$ cat src/rtl/cpu_pkg.sv
// ---------------------------------------------------------------------------
// cpu_pkg
// Shared definitions for the instruction-fetch slice of the CPU:
//   OP_HALT          opcode that stops the fetch engine
//   CP_SEQ/CP_JR/    next-PC kind selected by the controller
//   CP_J/CP_BR
//   fetch_state_t    states of the fetch state machine
// ---------------------------------------------------------------------------
package cpu_pkg;

  localparam logic [5:0] OP_HALT = 6'b111111;

  localparam logic [1:0] CP_SEQ = 2'b00;
  localparam logic [1:0] CP_JR  = 2'b01;
  localparam logic [1:0] CP_J   = 2'b10;
  localparam logic [1:0] CP_BR  = 2'b11;

  typedef enum logic [1:0] {
    FETCH = 2'd0,
    HOLD  = 2'd1,
    HALT  = 2'd2
  } fetch_state_t;

endpackage

$ cat src/rtl/next_pc_unit.sv
// ---------------------------------------------------------------------------
// next_pc_unit
// Combinational next-PC selection and arithmetic. All results are taken
// modulo 2^ADDR_W, so the PC wraps silently.
// Ports:
//   pc        current instruction word address
//   inst      current latched instruction (jump target / branch offset)
//   cp_type   next-PC kind (CP_SEQ, CP_JR, CP_J, CP_BR)
//   enbranch  branch taken flag for CP_BR
//   rs_val    jump-register target (word address)
//   next_pc   selected next PC
// ---------------------------------------------------------------------------
module next_pc_unit
  import cpu_pkg::*;
#(
  parameter int ADDR_W = 14
) (
  input  logic [ADDR_W-1:0] pc,
  input  logic [31:0]       inst,
  input  logic [1:0]        cp_type,
  input  logic              enbranch,
  input  logic [31:0]       rs_val,
  output logic [ADDR_W-1:0] next_pc
);

  logic [ADDR_W-1:0] pc_inc;
  logic [31:0]       br_off;
  logic              unused_bits;

  assign pc_inc = pc + ADDR_W'(1);

  // Branch offset is a signed 16-bit word displacement relative to pc+1;
  // extending to 32 bits first keeps the slice valid for any ADDR_W <= 32.
  assign br_off = {{16{inst[15]}}, inst[15:0]};

  assign unused_bits = ^{inst, rs_val};

  always_comb begin
    next_pc = pc_inc;
    case (cp_type)
      CP_SEQ: next_pc = pc_inc;
      CP_JR:  next_pc = rs_val[ADDR_W-1:0];
      CP_J:   next_pc = inst[ADDR_W-1:0];
      CP_BR:  next_pc = enbranch ? (pc_inc + br_off[ADDR_W-1:0]) : pc_inc;
      default: next_pc = pc_inc;
    endcase
  end

endmodule

$ cat src/rtl/inst_fetch.sv
// ---------------------------------------------------------------------------
// inst_fetch
// Instruction fetch engine: requests the word at pc, latches the returned
// instruction, waits for the controller to commit the next PC, and stops
// permanently (until reset) when the halt opcode is fetched.
// Ports:
//   clk, rstn            clock, asynchronous active-low reset
//   write_pc             commit next PC (only honoured in HOLD)
//   cp_type, enbranch    next-PC kind and branch-taken flag
//   rs_val               jump-register target
//   imem_req/addr        instruction memory read request and word address
//   imem_ack/rdata       memory response (accepted only in FETCH)
//   inst, opecode, funct latched instruction and its fields
//   inst_valid           inst holds a freshly fetched instruction
//   halt                 halt opcode has been fetched
//   pc                   address of the current instruction
//   fetch_count          accepted fetches (only with INST_COUNT_EN)
// Build option: define INST_COUNT_EN to add the fetch_count output.
// ---------------------------------------------------------------------------
module inst_fetch
  import cpu_pkg::*;
#(
  parameter int          ADDR_W   = 14,
  parameter int unsigned RESET_PC = 0
) (
  input  logic              clk,
  input  logic              rstn,
  input  logic              write_pc,
  input  logic [1:0]        cp_type,
  input  logic              enbranch,
  input  logic [31:0]       rs_val,
  output logic              imem_req,
  output logic [ADDR_W-1:0] imem_addr,
  input  logic              imem_ack,
  input  logic [31:0]       imem_rdata,
  output logic [31:0]       inst,
  output logic [5:0]        opecode,
  output logic [5:0]        funct,
  output logic              inst_valid,
  output logic              halt,
  output logic [ADDR_W-1:0] pc
`ifdef INST_COUNT_EN
  ,
  output logic [31:0]       fetch_count
`endif
);

  fetch_state_t      state;
  fetch_state_t      state_next;
  logic              started;
  logic              accept;
  logic              commit;
  logic              is_halt;
  logic [ADDR_W-1:0] next_pc;

  next_pc_unit #(.ADDR_W(ADDR_W)) u_next_pc (
    .pc       (pc),
    .inst     (inst),
    .cp_type  (cp_type),
    .enbranch (enbranch),
    .rs_val   (rs_val),
    .next_pc  (next_pc)
  );

  // The state register resets to FETCH, but the request is qualified by
  // 'started' so that imem_req stays low while reset is asserted and only
  // rises after the first clock edge with rstn high. Acks seen before that
  // are dropped, which also discards replies to a fetch abandoned by reset.
  assign imem_req  = (state == FETCH) && started;
  assign imem_addr = pc;
  assign accept    = imem_req && imem_ack;
  assign commit    = (state == HOLD) && write_pc;
  assign is_halt   = (imem_rdata[31:26] == OP_HALT);

  assign opecode = inst[31:26];
  assign funct   = inst[5:0];

  always_ff @(posedge clk or negedge rstn) begin
    if (!rstn) begin
      state   <= FETCH;
      started <= 1'b0;
    end else begin
      state   <= state_next;
      started <= 1'b1;
    end
  end

  always_comb begin
    state_next = state;
    case (state)
      FETCH: begin
        if (accept) begin
          state_next = is_halt ? HALT : HOLD;
        end
      end
      HOLD: begin
        if (write_pc) begin
          state_next = FETCH;
        end
      end
      HALT: begin
        state_next = HALT;
      end
      default: state_next = FETCH;
    endcase
  end

  always_ff @(posedge clk or negedge rstn) begin
    if (!rstn) begin
      pc         <= ADDR_W'(RESET_PC);
      inst       <= 32'd0;
      inst_valid <= 1'b0;
      halt       <= 1'b0;
    end else begin
      if (accept) begin
        inst       <= imem_rdata;
        inst_valid <= 1'b1;
        halt       <= is_halt;
      end else if (commit) begin
        pc         <= next_pc;
        inst_valid <= 1'b0;
      end
    end
  end

`ifdef INST_COUNT_EN
  always_ff @(posedge clk or negedge rstn) begin
    if (!rstn) begin
      fetch_count <= 32'd0;
    end else if (accept) begin
      fetch_count <= fetch_count + 32'd1;
    end
  end
`endif

endmodule

$ cat config.mk
export PLATFORM = sky130hd
export DESIGN_NAME = inst_fetch
export DESIGN_NICKNAME = d
export VERILOG_FILES = /design/src/rtl/cpu_pkg.sv /design/src/rtl/next_pc_unit.sv /design/src/rtl/inst_fetch.sv
export SDC_FILE = /design/constraint.sdc
export NUM_CORES = 1
export LEC_CHECK = 0
export ABC_AREA = 1
export BUFFER_PORTS_ARGS = -buffer_cell sky130_fd_sc_hd__buf_2
export CAP_MARGIN = 20
export CORE_ASPECT_RATIO = 1.2
export CORE_MARGIN = 8
export CORE_UTILIZATION = 40
export CTS_CLUSTER_SIZE = 16
export DETAILED_ROUTE_END_ITERATION = 16
export GPL_TIMING_DRIVEN = 0
export PLACE_DENSITY = 0.7
export SLEW_MARGIN = 40
export SYNTH_ARGS = -nofsm -noshare
export SYNTH_HDL_FRONTEND = slang
export SYNTH_HIERARCHICAL = 1
export SYNTH_SLANG_ARGS = --single-unit
$ cat constraint.sdc
create_clock -name clk -period 2.2 [get_ports clk]
set_input_delay 0.11 -clock clk [delete_from_list [all_inputs] [get_ports clk]]
set_output_delay 0.11 -clock clk [all_outputs]
set_load 0.03 [all_outputs]
==> results.ini, run 1 <==
[outcome]
status = finished, violations left
violations = setup timing

[yosys]
syn-num-nets = 625
ys_ff_latch = 51
synth_top_area_share = 0.3430
synth_largest_area_cell = dfrtp_1
yosysSeqAreaShare = 0.3430
synthMostInstantiatedCell = nand2_1
ys_top_cells_by_count = nand2_1, dfrtp_1, inv_1
postSynthCellCount = 539
syn_area_sq_um = 3721
ys.flop_type = dfrtp_1
synth-edff-count = 0
async_flop_share = 1.000
synthDistinctLibCells = 41
synth.area.top_cells = dfrtp_1, nand2_1, buf_4, inv_1, ha_1
ys.warnings.count = 6
postSynthAreaPerCell_sq_um = 6.904

[timing]
setup_viol = 12
finalHoldViolCount = 0
max_freq_mhz = 371.7
fin_ws_ns = -0.4905
clock_skew_ns = 0.003094
slew_viol_final = 0
rsz0062_at_grt = true
min_period_over_period = 1.223
tightest_slew_ns = 0.6726
relSlewSlack = 0.5516
hold_ws_ns = 0.001807
period_needed_ns = 2.690

[global_route]
grt_max_degree = 52
grt_pass1_wl_mm = 19.87
grt_antenna_before_repair = 0
overflow = 0
grt_pass1_vias = 4311
track_usage = 0.1874

[worst_setup_path]
regToRegStartpoint = imem_addr[2]
critPathLaunch = imem_addr[2]
slowest_stage = dfrtp_2
crit_path_cell_trace = nand2_4, nor3_4, nand3_4, o21ai_2, nand2_4, ha_4, buf_4, nand2_4, nor3_4, nand4_1, nand3_1, nand2_1, nand3_1, nand2_1, a21oi_2, nand2_1, nand2_1
slowest_delay_ns = 0.46
cp-end-kind = register
critPathRequiredTime_ns = 2.46
cp_common_cell = nand2_1
path_max_fanout = 5
path_class = reg -> reg
path_buf_inv = 1
arrival_ns = 2.95
cp-start-kind = register
crit_family = simple AND/OR/NAND/NOR gates

[place]
place_area_sq_um = 4591
portBuffers = 127
dp_hpwl_mm = 8.898
gp_congestion = 0.8897

[route]
routedWlPerCell_um = 14.55
ant_nets = 0
wl_mm = 12.45
first_pass_iters = 5
drcViolationCount = 0
vias_per_cell = 4.846
drt_iter0_markers = 197
dr_total_vias = 4148

[floorplanning]
core_sq_um = 9034
die_area_sq_um = 12660
row_count = 38
die_w_um = 104.0
die_h_um = 121.7
ioPinCount = 146
initial_core_util = 0.4119

[power_and_ir_drop]
ir_drop_v = 0.0002410
power_leakage_nw = 3.129
power_mw = 2.079
p_per_area_nw_per_um2 = 369.6

[clock_tree]
root_buffer = clkbuf_8
cts_tree = built
h-tree-depth = 2
clockBufferDepth = 2
clock_latency_ns = 0.31
numCtsBuffers = 5
clk_pin_slew_ns = 0.10
clock_sinks = 51

[job]
cap_violations = 0

[cells_and_area]
final_cell_area_sq_um = 5623
utilization = 0.6224
multi_input_area_sq_um = 2421
antennaDiodeCount = 0
area_growth_pct = 51.11
drive_above_1_share = 0.4171
num-nets-final = 821
fillers = 818
final-seq-area_sq_um = 1287

[min_path]
hp-start = imem_rdata[9]
min_path_type = in -> reg

logic make-up after synthesis:
family          count (synthesis)  share of synthesized area
other cells                     1                   0.001008
compound gates                 52                    0.08541
fa+ha+maj                      15                    0.05246
buf+inv                        93                     0.1271
simple gates                  317                     0.3675
flops                          51                     0.3430
xor+xnor                       10                    0.02354
repair_timing:
action	CTS	global route
resized for setup	47	46
hold buffers	28	0
setup buffers	21	13
hold endpoints to repair	78	0
endpoints found under the setup margin	11	11
pin swaps	28	38
report_power, final:
part | internal, mW | switching, mW
Combinational | 0.225 | 0.286
Sequential | 0.955 | 0.0283
Clock | 0.231 | 0.352
registers in the layout, indices dropped and copies added (netlist names):
name,cells
halt,1
imem_addr,14
inst_valid,1
started,1
state,2
inst,32
per-layer routing:
| metal | global-route usage | share of wire | wire, um | vias to the layer above |
|---|---|---|---|---|
| met5 | 0 | 0 | 0 | - |
| met4 | 0.06528 | 0.019 | 237 | 0 |
| met3 | 0.05071 | 0.059 | 734 | 19 |
| met2 | 0.3446 | 0.52 | 6504 | 128 |
| met1 | 0.2040 | 0.40 | 4978 | 1924 |
| li1 | - | - | - | 2077 |
worst reg2reg max path, stage by stage, from the launching register on:
cell and delay, ns:
dfrtp_2 0.46, nand2_4 0.08, nor3_4 0.25, nand3_4 0.13, o21ai_2 0.21, nand2_4 0.09
ha_4 0.31, buf_4 0.13, nand2_4 0.07, nor3_4 0.14, nand4_1 0.17, nand3_1 0.12
nand2_1 0.06, nand3_1 0.08, nand2_1 0.08, a21oi_2 0.11, nand2_1 0.07, nand2_1 0.07
area by class of cell:
type                            count  share of cell area
Sequential cell                    51              0.2290
Buffer                             39             0.04806
Inverter                           54             0.03605
Timing Repair Buffer              189              0.2134
Multi-Input combinational cell    395              0.4306
Clock inverter                      3            0.004005
Tap cell                          120             0.02670
Clock buffer                        5             0.01224
per-stage QoR:
| stage | setup slack [ns] | instances | TNS (ns) |
|---|---|---|---|
| after floorplan | -0.2757 | 539 | -1.063 |
| after global placement | -0.4650 | 786 | -2.877 |
| after detailed placement | -0.5105 | 786 | -3.161 |
| after CTS | -0.4004 | 843 | -2.041 |
| after global routing | -0.6511 | 856 | -4.985 |
| final | -0.4905 | 856 | -3.384 |
placed cells by master, fill, tap and decap left out, types with 3 or more instances in the layout:
| master | netlist | layout |
|---|---|---|
| o21ai_0 | 12 | 9 |
| nand2_1 | 235 | 216 |
| buf_4 | 30 | 58 |
| ha_4 | 0 | 12 |
| o21bai_1 | 5 | 3 |
| a21oi_1 | 18 | 9 |
| buf_2 | 3 | 129 |
| nor3_4 | 1 | 3 |
| inv_1 | 49 | 39 |
| nand3_1 | 20 | 13 |
| nand3_4 | 1 | 5 |
| nand2_2 | 1 | 14 |
| nand4_1 | 13 | 13 |
| nand2_4 | 0 | 6 |
| dfrtp_1 | 51 | 42 |
| inv_2 | 5 | 15 |
| nor2_4 | 3 | 5 |
| o21ai_2 | 1 | 3 |
| clkbuf_1 | 5 | 5 |
| nor2_1 | 27 | 23 |
| clkbuf_8 | 0 | 5 |
| nand3_2 | 5 | 8 |
| xor2_1 | 9 | 5 |
| a221oi_1 | 6 | 5 |
| buf_6 | 1 | 8 |
| dfrtp_2 | 0 | 9 |
| dlygate4sd3_1 | 0 | 28 |
| xor2_2 | 0 | 3 |
| a21oi_2 | 1 | 9 |
final timing paths:
kind                                 end  slack (ns)  cells past startpoint
setup reg to reg           imem_addr[12]       -0.49                     17
setup / recovery           imem_addr[12]       -0.49                     17
min in group asynchronous       inst[23]        0.36                      2
hold / removal                   inst[9]       0.002                      3
max in group asynchronous   imem_addr[4]        1.35                      2
hold reg to reg                 inst[15]        0.48                      2
(Power assumes the default switching activity.)
==> inputs of run 2 (changes only) <==
==> constraint.sdc (replaced) <==
create_clock -name clk -period 2.2 [get_ports clk]
set_input_delay 0.11 -clock clk [delete_from_list [all_inputs] [get_ports clk]]
set_output_delay 0.11 -clock clk [all_outputs]
set_load 0.1 [all_outputs]
==> results.ini, run 2 (synthesis results as in run 1) <==
[cells_and_area]
largest_register_ffs = 32  ; unchanged
layout_commonest_cell = nand2_1  ; unchanged
final_cell_mix = nand2_1, buf_2, buf_4  ; unchanged
num-nets-final = 826  ; was 821
top_register = inst  ; unchanged
antennaDiodeCount = 0  ; unchanged
fillers = 796  ; was 818
drive_above_1_share = 0.4426  ; was 0.4171
final_cells = 861  ; was 856
area_growth_pct = 56.59  ; was 51.11%

[global_route]
grt_pass1_vias = 4376  ; was 4311
grt_antenna_before_repair = 0  ; unchanged
grt_max_degree = 52  ; unchanged
grt_pass1_wl_mm = 20.49  ; was 19.87 mm
overflow = 0  ; unchanged
track_usage = 0.1939  ; was 0.1874

[timing]
fin_ws_ns = -0.4953  ; was -0.4905 ns
setup_viol = 11  ; was 12
tns_ns = -2.818  ; was -3.384 ns
min_period_over_period = 1.225  ; was 1.223
tightest_slew_ns = 0.6624  ; was 0.6726 ns
rsz0062_at_grt = true  ; unchanged
period_needed_ns = 2.695  ; was 2.690 ns
slew_viol_final = 0  ; unchanged
max_freq_mhz = 371.0  ; was 371.7 MHz
finalHoldViolCount = 0  ; unchanged
relSlewSlack = 0.5584  ; was 0.5516
clock_skew_ns = 0.007711  ; was 0.003094 ns

[power_and_ir_drop]
power_leakage_nw = 3.158  ; was 3.129 nW
ir_drop_v = 0.0001868  ; was 0.0002410 V
p_per_area_nw_per_um2 = 405.2  ; was 369.6 nW/um^2
power_mw = 2.361  ; was 2.079 mW

[clock_tree]
clock_latency_ns = 0.32  ; was 0.31 ns
clk_pin_slew_ns = 0.10  ; about the same
root_buffer = clkbuf_8  ; unchanged
clock_sinks = 51  ; unchanged
clockBufferDepth = 2  ; unchanged
h-tree-depth = 2  ; unchanged
cts_tree = built  ; unchanged
numCtsBuffers = 5  ; unchanged

[job]
cap_violations = 0  ; unchanged

[outcome]
status = finished, violations left  ; unchanged
violations = setup timing  ; unchanged

[floorplanning]
initial_core_util = 0.4119  ; unchanged
die_area_sq_um = 12660  ; unchanged
core_sq_um = 9034  ; unchanged
die_h_um = 121.7  ; unchanged
ioPinCount = 146  ; unchanged
die_w_um = 104.0  ; unchanged
row_count = 38  ; unchanged

[worst_setup_path]
path_max_fanout = 4  ; was 5
cp-start-kind = register  ; unchanged
path_class = reg -> reg  ; unchanged
arrival_ns = 2.96  ; was 2.95 ns
critPathRequiredTime_ns = 2.47  ; was 2.46 ns
cp-end-kind = register  ; unchanged
worst-r2r-setup-slack_ns = -0.50  ; was -0.49 ns

[place]
dpl.cell_count = 786  ; unchanged
portBuffers = 127  ; unchanged
dp_hpwl_mm = 9.064  ; was 8.898 mm
preCtsSetupSlack_ns = -0.5282  ; was -0.5105 ns
gp_congestion = 0.8494  ; was 0.8897

[route]
dr_total_vias = 4141  ; was 4148
wl_mm = 12.51  ; was 12.45 mm
first_pass_iters = 4  ; was 5
vias_per_cell = 4.810  ; was 4.846
drcViolationCount = 0  ; unchanged
routedWlPerCell_um = 14.53  ; was 14.55 um
drt_iter0_markers = 227  ; was 197
ant_nets = 0  ; unchanged

[min_path]
min_path_type = in -> reg  ; unchanged

run 2: changes by cell type in the layout (fill, tap and decap cells not counted), sizes merged:
cell	change
bufinv	+1
clkbuf	+1
clkinv	-1
clkinvlp	+1
dlygate4sd3	+5
inv	-2
run 2: area by class of cell:
cell class                 instances  area [sq um]  share of cell area
tap                              120         150.1             0.02577
timing repair buffer             194          1259              0.2160
sequential                        51          1313              0.2253
multi-input combinational        395          2517              0.4320
inverter                          54         207.7             0.03565
clock buffer                       6         72.57             0.01245
clock inverter                     2         37.54            0.006442
buffer                            39         270.3             0.04638
run 2: metal layers:
metal,global-route usage,share of wire
met1,0.2131,0.40
met2,0.3514,0.51
met3,0.05388,0.061
met4,0.07162,0.022
met5,0,0
run 2: timing repair:
action                                  4_1_cts  5_1_grt
hold buffers                                 33        0
pin swaps                                    23       48
gates resized for setup                      39       48
hold endpoints to repair                     83        0
buffers inserted                             25       10
endpoints found under the setup margin       11       11
run 2: path summary, 6_finish.rpt:
kind                              start             to  cells past startpoint
min in group asynchronous          rstn   imem_addr[0]                      2
max reg2reg                imem_addr[3]  imem_addr[13]                     20
min                            write_pc       state[0]                      4
max                        imem_addr[3]  imem_addr[13]                     20
max in group asynchronous          rstn        inst[0]                      2
min reg2reg                    inst[14]       inst[14]                      2
run 2: worst max-delay path, stage by stage (launching register included):
cell	delay, ns
dfrtp_4	0.45
nand4_1	0.17
nor2_4	0.21
nand3_4	0.10
or2_0	0.24
nand2_1	0.12
inv_2	0.07
ha_4	0.30
nand2_4	0.07
inv_2	0.05
nand2_2	0.05
nand2_2	0.06
a21oi_2	0.04
buf_4	0.14
nand3_4	0.07
nand3_2	0.09
nand2_2	0.09
nand3_2	0.07
a21oi_2	0.12
nand2_1	0.06
nand2_1	0.07
run 2: through the flow:
step / instance area, sq um / util / hold slack (ns)
final: 5827 / 0.6450 / 0.1053
after CTS: 5549 / 0.6143 / 0.08538
after detailed placement: 4746 / 0.5253 / 0.1893
after floorplan: 3958 / - / -0.1856
after global placement: 4743 / 0.5251 / 0.3042
after global routing: 5827 / 0.6450 / 0.08658
run 2: report_power, final:
| part | leakage (nW) | switching, mW | total (mW) | internal [mW] |
|---|---|---|---|---|
| Clock | 0.0514 | 0.334 | 0.674 | 0.340 |
| Sequential | 0.669 | 0.0287 | 0.988 | 0.959 |
| Combinational | 2.44 | 0.463 | 0.699 | 0.235 |
